[src/rtl/hostsystem_mem_tester_if.sv]
// Avalon-MM bus between the memory tester (master) and the on-chip memory slave.
// The master drives the request fields; the slave answers with stall and read data.
interface hostsystem_mem_tester_if #(
  parameter int ADDR_W = 13
);
  logic [ADDR_W-1:0] avm_address;
  logic [3:0]        avm_byteenable;
  logic              avm_chipselect;
  logic              avm_read;
  logic              avm_write;
  logic [31:0]       avm_writedata;
  logic              avm_waitrequest;
  logic [31:0]       avm_readdata;
  logic              avm_readdatavalid;

  modport master (
    output avm_address, avm_byteenable, avm_chipselect, avm_read, avm_write, avm_writedata,
    input  avm_waitrequest, avm_readdata, avm_readdatavalid
  );

  modport slave (
    input  avm_address, avm_byteenable, avm_chipselect, avm_read, avm_write, avm_writedata,
    output avm_waitrequest, avm_readdata, avm_readdatavalid
  );
endinterface

[src/rtl/hostsystem_mem_tester.sv]
// Avalon-MM memory tester: fills a word range with an LFSR pattern, then reads it back
// with up to MAX_PEND reads in flight and counts mismatches against a second LFSR.
module hostsystem_mem_tester #(
  parameter int ADDR_W   = 13,
  parameter int MAX_PEND = 4,
  parameter int ERRC_W   = 16
) (
  input  logic                clk,
  input  logic                reset_n,
  input  logic                start,
  input  logic [ADDR_W-1:0]   base,
  input  logic [ADDR_W-2:0]   count,
  input  logic [1:0]          mode,
  input  logic [31:0]         seed,
  output logic                busy,
  output logic                done,
  output logic [ERRC_W-1:0]   err_count,
  output logic [ADDR_W-1:0]   first_err_addr,
  hostsystem_mem_tester_if.master avm
);
  localparam int CNT_W  = ADDR_W - 1;
  localparam int PEND_W = 4;

  typedef enum logic [1:0] {ST_IDLE, ST_FILL, ST_CHECK, ST_FINISH} state_t;

  state_t              state_reg, state_next;
  logic                mode_chk_reg;
  logic [CNT_W-1:0]    count_reg, idx_reg, rcv_reg, last_idx;
  logic [ADDR_W-1:0]   base_reg, addr_reg, chk_addr_reg, first_err_reg, base_aligned;
  logic [31:0]         seed_reg, gen_reg, exp_reg, seed_fixed;
  logic [PEND_W-1:0]   pend_reg;
  logic [ERRC_W-1:0]   err_reg;
  logic                start_ok, wr_acc, rd_req, rd_acc, ret, mismatch, enter_check;

  function automatic logic [31:0] lfsr_step(input logic [31:0] cur);
    return {cur[30:0], cur[31] ^ cur[21] ^ cur[1] ^ cur[0]};
  endfunction

  assign base_aligned = base & ~ADDR_W'(3);
  assign seed_fixed   = (seed == 32'h0) ? 32'h1 : seed;
  assign last_idx     = count_reg - CNT_W'(1);

  always_ff @(posedge clk or negedge reset_n) begin
    if (!reset_n) state_reg <= ST_IDLE;
    else          state_reg <= state_next;
  end

  always_comb begin
    state_next  = state_reg;
    start_ok    = start && (mode != 2'b00) && (count != '0);
    wr_acc      = (state_reg == ST_FILL) && !avm.avm_waitrequest;
    // Issue stays asserted under stall: idx only moves on accept, pending only falls.
    rd_req      = (state_reg == ST_CHECK) && (idx_reg != count_reg) &&
                  (pend_reg < PEND_W'(MAX_PEND));
    rd_acc      = rd_req && !avm.avm_waitrequest;
    ret         = (state_reg == ST_CHECK) && avm.avm_readdatavalid && (pend_reg != '0);
    mismatch    = ret && (avm.avm_readdata != exp_reg);
    case (state_reg)
      ST_IDLE: begin
        if (start_ok)   state_next = mode[0] ? ST_FILL : ST_CHECK;
        else if (start) state_next = ST_FINISH;
      end
      ST_FILL: begin
        if (wr_acc && (idx_reg == last_idx))
          state_next = mode_chk_reg ? ST_CHECK : ST_FINISH;
      end
      ST_CHECK: begin
        if (ret && (rcv_reg == last_idx)) state_next = ST_FINISH;
      end
      default: state_next = ST_IDLE;
    endcase
    enter_check = (state_next == ST_CHECK) && (state_reg != ST_CHECK);
  end

  always_ff @(posedge clk or negedge reset_n) begin
    if (!reset_n) begin
      mode_chk_reg <= 1'b0;
      count_reg    <= '0;
      base_reg     <= '0;
      seed_reg     <= '0;
      addr_reg     <= '0;
      gen_reg      <= '0;
      exp_reg      <= '0;
      idx_reg      <= '0;
      rcv_reg      <= '0;
      chk_addr_reg <= '0;
      pend_reg     <= '0;
    end else begin
      case (state_reg)
        ST_IDLE: begin
          if (start_ok) begin
            mode_chk_reg <= mode[1];
            count_reg    <= count;
            base_reg     <= base_aligned;
            seed_reg     <= seed_fixed;
            addr_reg     <= base_aligned;
            gen_reg      <= seed_fixed;
            exp_reg      <= seed_fixed;
            idx_reg      <= '0;
            rcv_reg      <= '0;
            chk_addr_reg <= base_aligned;
            pend_reg     <= '0;
          end
        end
        ST_FILL: begin
          // Read-back restarts both the address walk and the pattern from the seed.
          if (state_next == ST_CHECK) begin
            idx_reg      <= '0;
            addr_reg     <= base_reg;
            gen_reg      <= seed_reg;
            exp_reg      <= seed_reg;
            chk_addr_reg <= base_reg;
          end else if (wr_acc) begin
            idx_reg  <= idx_reg + CNT_W'(1);
            addr_reg <= addr_reg + ADDR_W'(4);
            gen_reg  <= lfsr_step(gen_reg);
          end
        end
        ST_CHECK: begin
          if (rd_acc) begin
            idx_reg  <= idx_reg + CNT_W'(1);
            addr_reg <= addr_reg + ADDR_W'(4);
          end
          if (ret) begin
            exp_reg      <= lfsr_step(exp_reg);
            rcv_reg      <= rcv_reg + CNT_W'(1);
            chk_addr_reg <= chk_addr_reg + ADDR_W'(4);
          end
          if (rd_acc && !ret)      pend_reg <= pend_reg + PEND_W'(1);
          else if (!rd_acc && ret) pend_reg <= pend_reg - PEND_W'(1);
        end
        default: ;
      endcase
    end
  end

  always_ff @(posedge clk or negedge reset_n) begin
    if (!reset_n) begin
      err_reg       <= '0;
      first_err_reg <= '0;
    end else if (enter_check) begin
      err_reg       <= '0;
      first_err_reg <= '0;
    end else if (mismatch) begin
      if (err_reg == '0) first_err_reg <= chk_addr_reg;
      if (err_reg != '1) err_reg <= err_reg + ERRC_W'(1);
    end
  end

  assign busy               = (state_reg != ST_IDLE);
  assign done               = (state_reg == ST_FINISH);
  assign err_count          = err_reg;
  assign first_err_addr     = first_err_reg;
  assign avm.avm_write      = (state_reg == ST_FILL);
  assign avm.avm_read       = rd_req;
  assign avm.avm_chipselect = avm.avm_write | rd_req;
  assign avm.avm_byteenable = 4'b1111;
  assign avm.avm_address    = addr_reg;
  assign avm.avm_writedata  = gen_reg;
endmodule

[src/flat_wrapper.sv]
// flat-port wrapper written by rule: the top's interface ports become plain ports
module hostsystem_mem_tester_flat 
#(
  parameter int ADDR_W   = 13,
  parameter int MAX_PEND = 4,
  parameter int ERRC_W   = 16
)
  (clk, reset_n, start, base, count, mode, seed, busy, done, err_count, first_err_addr, avm_avm_address, avm_avm_byteenable, avm_avm_chipselect, avm_avm_read, avm_avm_write, avm_avm_writedata, avm_avm_waitrequest, avm_avm_readdata, avm_avm_readdatavalid);
  hostsystem_mem_tester_if #(.ADDR_W(ADDR_W)) avm_i ();
  input  logic clk;
  input  logic reset_n;
  input  logic start;
  input  logic [ADDR_W-1:0] base;
  input  logic [ADDR_W-2:0] count;
  input  logic [1:0] mode;
  input  logic [31:0] seed;
  output logic busy;
  output logic done;
  output logic [ERRC_W-1:0] err_count;
  output logic [ADDR_W-1:0] first_err_addr;
  output wire logic [$bits(avm_i.avm_address)-1:0] avm_avm_address;
  output wire logic [$bits(avm_i.avm_byteenable)-1:0] avm_avm_byteenable;
  output wire logic [$bits(avm_i.avm_chipselect)-1:0] avm_avm_chipselect;
  output wire logic [$bits(avm_i.avm_read)-1:0] avm_avm_read;
  output wire logic [$bits(avm_i.avm_write)-1:0] avm_avm_write;
  output wire logic [$bits(avm_i.avm_writedata)-1:0] avm_avm_writedata;
  input wire logic [$bits(avm_i.avm_waitrequest)-1:0] avm_avm_waitrequest;
  input wire logic [$bits(avm_i.avm_readdata)-1:0] avm_avm_readdata;
  input wire logic [$bits(avm_i.avm_readdatavalid)-1:0] avm_avm_readdatavalid;
  assign avm_avm_address = avm_i.avm_address;
  assign avm_avm_byteenable = avm_i.avm_byteenable;
  assign avm_avm_chipselect = avm_i.avm_chipselect;
  assign avm_avm_read = avm_i.avm_read;
  assign avm_avm_write = avm_i.avm_write;
  assign avm_avm_writedata = avm_i.avm_writedata;
  assign avm_i.avm_waitrequest = avm_avm_waitrequest;
  assign avm_i.avm_readdata = avm_avm_readdata;
  assign avm_i.avm_readdatavalid = avm_avm_readdatavalid;
  hostsystem_mem_tester #(.ADDR_W(ADDR_W), .MAX_PEND(MAX_PEND), .ERRC_W(ERRC_W)) u_core (.clk(clk), .reset_n(reset_n), .start(start), .base(base), .count(count), .mode(mode), .seed(seed), .busy(busy), .done(done), .err_count(err_count), .first_err_addr(first_err_addr), .avm(avm_i));
endmodule
[config.mk]
export PLATFORM = sky130hd
export DESIGN_NAME = hostsystem_mem_tester_flat
export DESIGN_NICKNAME = d
export VERILOG_FILES = /design/src/rtl/hostsystem_mem_tester_if.sv /design/src/rtl/hostsystem_mem_tester.sv /design/src/flat_wrapper.sv
export SDC_FILE = /design/constraint.sdc
export NUM_CORES = 1
export LEC_CHECK = 0
export CAP_MARGIN = 20
export CORE_ASPECT_RATIO = 0.75
export CORE_MARGIN = 3
export CORE_UTILIZATION = 55
export CTS_CLUSTER_SIZE = 20
export DETAILED_ROUTE_END_ITERATION = 8
export PLACE_DENSITY = 0.9
export SLEW_MARGIN = 25
export SYNTH_ARGS = -nofsm -noshare
export SYNTH_HDL_FRONTEND = slang
export SYNTH_SLANG_ARGS = --single-unit
[constraint.sdc]
create_clock -name clk -period 3.9 [get_ports clk]
set_input_delay 0.39 -clock clk [delete_from_list [all_inputs] [get_ports clk]]
set_output_delay 0.39 -clock clk [all_outputs]
set_load 0.005 [all_outputs]
==> flow_summary.yaml, run 1 <==
sta:
  timing.final.max_slew_violations: 0
  setup_tns_ns: 0
  fin_crit_ns: 3.716
  setup_slack_ns: 0.1840
  finalHoldViolCount: 0
  whs_ns: 0.003779
  fmaxAchievable_mhz: 269.1
  fin_worst_skew_ns: 0.01217
  setup_viol: 0
  grt_setup_unrepaired: "no"
  worst_slew_pin_slew_ns: 1.014
  slew_headroom: 0.3242
  timing.final.crit_share: 0.9528
die:
  fp.dieW_um: 172.9
  die_y_um: 131.2
  rows: 45
  ios: 179
  die_area_mm2: 0.02268
  core_mm2: 0.02038
  start_util: 0.5638
route:
  drt_pass1_iterations: 5
  wl_met2_um: 14380
  ant_nets: 0
  finalWirelength_um: 31930
  drt_iter0_markers: 1300
  vias_per_cell: 6.142
  drcViolationCount: 0
  dr_wl_met3_um: 3042
  wl_met1_um: 13730
  wl_per_cell_um: 19.29
  vias: 10170
  dr.max_layer_used: "met4"
global_routing:
  grt_pass1_wl_um: 51090
  first_global_vias: 9774
  grt_max_degree: 97
  gr-total-overflow: 0
  grtUsageTotal: 0.2750
  antenna_found_initial: 0
pwr:
  p_per_area_mw_per_mm2: 886.5
  power.total_mw: 12.62
  p_leak_nw: 6.071
  peakVddDrop_mv: 0.6756
synthesis:
  avgSynthCellArea_um2: 9.520
  synthCells: 1207
  synth_ff_type: "dfrtp_1"
  async_reset_ff_frac: 1.000
  yosysUniqueCellTypes: 62
  yosysSeqAreaShare: 0.4334
  syn-cell-area_mm2: 0.01149
  synthTopCellsByArea: "dfrtp_1, mux2_2, xnor2_1, mux2i_1, nand2_1"
  synth-edff-count: 0
  yosys.area.top_type: "dfrtp_1"
  synth_top_area_frac: 0.4334
  ys_ff_latch: 199
  yosysWarnings: 0
placement:
  portBuffers: 168
  dp_hpwl_um: 22170
  placedCellCount: 1607
  globalplace.congestion: 0.9130
  post-place-ws_ns: 0.01815
final_layout:
  final_nets: 1472
  diodes: 0
  layout-drive-gt1-share: 0.1143
  layoutNonFillerInstCount: 1655
  mostFrequentLayoutCell: "dfrtp_1"
  synthToLayoutAreaGrowth_pct: 23.89
  layout_common_cells: "dfrtp_1, clkdlybuf4s50_1, nand2_1"
setup_path:
  worst_setup_path_start_kind: "register"
  path_class: "reg -> reg"
  r2r_slack_ns: 0.18
  end_kind: "register"
  required_ns: 4.20
  crit_fanout: 54
  cp.arrival_ns: 4.02
clock_tree:
  insertion_delay_ns: 0.44
  clkTransAtPathRegs_ns: 0.08
  clock_path_buffers: 2
  clock_sinks: 199
  cts_made_buffers: 17
  cts_tree: "built"
  cts_hold_buf: 0
  htreeDepth: 4
  clock-root-buffer: "clkbuf_16"
job:
  maxCapViolCount: 0
min_path:
  hp-class: "in -> async"
status:
  outcome: "finished, final reports clean"
-- area by class of cell --
cell class | count | area, um^2
repair buffers | 212 | 2098
clock inverters | 14 | 155.1
inverters | 17 | 63.81
clock buffers | 18 | 439.2
fillers | 1481 | 6146
flip-flops and latches | 199 | 4981
well taps | 282 | 352.8
multi-input cells | 913 | 6146
-- worst max-delay path, stage by stage, from the launching register on --
cell and delay [ns]:
dfrtp_2 0.46, inv_1 0.09, ha_1 0.18, nor3b_4 0.33
and2_1 0.27, and4b_1 0.21, a31oi_1 0.09, or3_1 0.35
mux2i_1 0.32, nor3b_4 0.11, buf_4 0.17, buf_12 0.14
o211ai_1 0.27, buf_6 0.37, o21ai_0 0.17
-- synth_stat cells (3+ instances only) --
cell type,instances
and4_1,5
a31oi_1,6
o21ai_0,90
mux2_2,61
a211oi_1,35
ha_1,15
buf_1,9
xor2_1,39
a22o_1,19
clkbuf_1,49
dfrtp_1,199
xnor2_1,74
and2_1,3
o31ai_1,11
nor2b_1,9
buf_2,14
a21oi_1,16
nand4_1,18
and3_1,14
nor2_1,119
or3_1,5
a21o_1,36
buf_6,3
o21a_1,3
nand2_1,129
nor3_1,8
o211ai_1,14
buf_4,9
mux2i_1,49
inv_1,16
o21bai_1,3
nor4_1,21
a22oi_1,32
nand3_1,42
-- where the power goes --
group          switching [mW]  internal, mW  leakage (nW)  total (mW)
sequential               1.01          2.95          2.51        3.95
combinational            3.59          3.27          3.27        6.86
clock                   0.875         0.930         0.290        1.80
-- what timing repair did --
| item | 4_1_cts | 5_1_grt |
|---|---|---|
| cloned | 0 | 1 |
| endpoints found under the setup margin | 6 | 91 |
| buffers inserted | 3 | 12 |
| gates resized for setup | 0 | 9 |
| pin swaps | 0 | 4 |
-- stage by stage --
step	instance area [um^2]	utilization
2_1_floorplan	11510	-
3_3_place_gp	13460	0.6605
3_5_place_dp	13460	0.6605
4_1_cts	14080	0.6907
5_1_grt	14240	0.6985
6_report	14240	0.6985
-- layer usage --
metal  global-route usage  vias up
met2               0.4211      546
li1                     -     4579
met1               0.3857     4968
met4              0.09226        0
met5                    0        -
met3              0.06615       72
-- kinds of logic after synthesis --
family | count (synthesis) | synth area share
XOR/XNOR | 114 | 0.08809
AND/OR/NAND/NOR | 385 | 0.1543
other | 2 | 0.0006536
AO/OA/AOI/OAI | 280 | 0.1637
adder cells (fa/ha/maj) | 16 | 0.01807
flip-flops | 199 | 0.4334
multiplexers | 110 | 0.1025
buffers and inverters | 101 | 0.03942
-- final timing paths --
path                                                     startpoint                                        to  cells past startpoint
setup / recovery                    u_core.count_reg[1]$_DFFE_PN0P_             u_core.exp_reg[4]$_DFFE_PN0P_                     14
max in group asynchronous                                   reset_n             u_core.exp_reg[9]$_DFFE_PN0P_                      2
hold / removal                                              reset_n             u_core.idx_reg[8]$_DFFE_PN0P_                      1
setup reg to reg                    u_core.count_reg[1]$_DFFE_PN0P_             u_core.exp_reg[4]$_DFFE_PN0P_                     14
hold reg to reg            u_core.avm.avm_writedata[25]$_DFFE_PN0P_  u_core.avm.avm_writedata[25]$_DFFE_PN0P_                      1
min in group clk           u_core.avm.avm_writedata[25]$_DFFE_PN0P_  u_core.avm.avm_writedata[25]$_DFFE_PN0P_                      1
No activity file was read; power rests on OpenSTA's default activity.
==> run 2: changes to the inputs <==
--- a/config.mk
+++ b/config.mk
@@ -7,7 +7,7 @@
 export LEC_CHECK = 0
 export CAP_MARGIN = 20
 export CORE_ASPECT_RATIO = 0.75
-export CORE_MARGIN = 3
+export CORE_MARGIN = 5
 export CORE_UTILIZATION = 55
 export CTS_CLUSTER_SIZE = 20
 export DETAILED_ROUTE_END_ITERATION = 8
==> run 2 against run 1 <==
The flow now finishes with violations (negative hold slack); clock-buffer cell count is the same; core utilization decreased by 0.88 points; critical path depth down 2; worst setup slack got worse by 0.028 ns; power shrank 2.7%; die area increased by 5.4%; flip-flop and latch count unchanged; combinational power down 5.2%; register-to-register slack worse by 0.03 ns; cell count is 1.0% lower.
==> flow_summary.yaml, run 2 (synthesis results as in run 1) <==
status:
  outcome: "finished, violations left"
  violations: "negative hold slack"
setup_path:
  required_ns: 4.22
  path_class: "reg -> reg"
  worst_setup_path_start_kind: "register"
  cp.arrival_ns: 4.06
  end_kind: "register"
  crit_fanout: 28
die:
  die_y_um: 135.2
  die_area_mm2: 0.02391
  ios: 179
  rows: 45
  core_mm2: 0.02038
  fp.dieW_um: 176.9
  start_util: 0.5638
route:
  ant_nets: 0
  wl_per_cell_um: 19.41
  vias_per_cell: 6.096
  drt_iter0_markers: 1377
  drcViolationCount: 0
  vias: 9986
  finalWirelength_um: 31790
  drt_pass1_iterations: 5
placement:
  dp_hpwl_um: 22640
  globalplace.congestion: 0.9363
  post-place-ws_ns: 0.1559
  portBuffers: 168
pwr:
  power_frac_comb: 0.530
  peakVddDrop_mv: 0.7365
  p_per_area_mw_per_mm2: 873.2
  clockPowerShare: 0.149
  power_frac_seq: 0.321
  netSwitchingFraction: 0.4335
  p_switching_mw: 5.321
  p_leak_nw: 5.966
  p_int_mw: 6.954
sta:
  worst_slew_pin_slew_ns: 0.9855
  fmaxAchievable_mhz: 267.1
  fin_worst_skew_ns: 0.01340
  slew_headroom: 0.3430
  finalHoldViolCount: 11
  grt_setup_unrepaired: "no"
  setup_viol: 0
  timing.final.crit_share: 0.9601
  fin_crit_ns: 3.744
  setup_slack_ns: 0.1555
  timing.final.max_slew_violations: 0
  setup_tns_ns: 0
  whs_ns: -0.02582
clock_tree:
  clock_sinks: 199
  cts_resized: 0
  cts_tree: "built"
  cts_hold_buf: 0
  clock_path_buffers: 2
  htreeDepth: 4
  post_cts_buffers: 0
  clock-root-buffer: "clkbuf_16"
  clkTransAtPathRegs_ns: 0.07
  insertion_delay_ns: 0.44
  cts_made_buffers: 17
global_routing:
  antenna_found_initial: 1
  grt_max_degree: 100
  gr-total-overflow: 0
  first_global_vias: 9609
  grtUsageTotal: 0.2630
  grt_pass1_wl_um: 50690
final_layout:
  final_nets: 1456
  num-fill-cells: 1502
  diodes: 0
  layout_common_cells: "dfrtp_1, clkdlybuf4s50_1, nand2_1"
  mostFrequentLayoutCell: "dfrtp_1"
  layout-drive-gt1-share: 0.1010
  synthToLayoutAreaGrowth_pct: 22.33
job:
  maxCapViolCount: 0
min_path:
  hp-class: "in -> async"
==> run 2: worst max-delay path, cell delays in order (launching register included) <==
cell and delay, ns:
dfrtp_1 0.51, nor4_1 0.60, a21oi_1 0.19, o21ai_0 0.22
a31oi_1 0.19, or3_1 0.34, mux2i_1 0.27, nor3b_4 0.09
buf_12 0.19, o21bai_2 0.36, buf_4 0.33, nor2_1 0.10
a22o_1 0.20
==> run 2: layout make-up <==
class,count,area [um^2],share of cell area
Clock inverter,13,158.9,0.01130
Tap cell,282,352.8,0.02510
Inverter,17,63.81,0.004539
Multi-Input combinational cell,913,6138,0.4367
Clock buffer,18,439.2,0.03124
Timing Repair Buffer,196,1924,0.1369
Sequential cell,199,4980,0.3543
==> run 2: power by group through the flow <==
stage | Combinational (mW) | Clock, mW | Sequential, mW
global placement | 6.11 | 0 | 3.88
CTS | 6.45 | 1.85 | 3.90
finish | 6.50 | 1.83 | 3.94
floorplan | 4.58 | 0 | 3.62
detailed placement | 6.39 | 0 | 3.92
global route | 7.17 | 1.93 | 4.03
==> run 2: routing by layer <==
metal | part of all wire | track usage | vias to the layer above
met4 | 0.014 | 0.06357 | 2
met3 | 0.089 | 0.05106 | 47
met2 | 0.46 | 0.4095 | 496
met5 | 0.00044 | 0 | -
met1 | 0.44 | 0.3828 | 4870
li1 | - | - | 4571
==> run 2: path summary, 6_finish.rpt <==
path	slack [ns]	to	cells after the start	startpoint
max	0.16	u_core.avm.avm_address[6]$_DFFE_PN0P_	12	u_core.count_reg[4]$_DFFE_PN0P_
max in group asynchronous	2.84	u_core.first_err_addr[10]$_DFFE_PN0P_	2	reset_n
min reg2reg	0.51	u_core.avm.avm_writedata[25]$_DFFE_PN0P_	1	u_core.avm.avm_writedata[25]$_DFFE_PN0P_
max reg2reg	0.16	u_core.avm.avm_address[6]$_DFFE_PN0P_	12	u_core.count_reg[4]$_DFFE_PN0P_
min in group clk	0.51	u_core.avm.avm_writedata[25]$_DFFE_PN0P_	1	u_core.avm.avm_writedata[25]$_DFFE_PN0P_
min	-0.03	u_core.rcv_reg[7]$_DFFE_PN0P_	1	reset_n
==> run 2: per-stage QoR <==
| step | hold WS, ns | std cells | cell area, um^2 | util | total power, mW |
|---|---|---|---|---|---|
| after global routing | 0.02886 | 1638 | 14060 | 0.6897 | 13.13 |
| after floorplan | 0.09441 | 1213 | 11510 | - | 8.199 |
| after detailed placement | 0.4740 | 1607 | 13440 | 0.6592 | 10.32 |
| after global placement | 0.4763 | 1607 | 13440 | 0.6592 | 9.991 |
| after CTS | 0.006041 | 1638 | 14030 | 0.6886 | 12.20 |
| final | -0.02582 | 1638 | 14060 | 0.6897 | 12.27 |
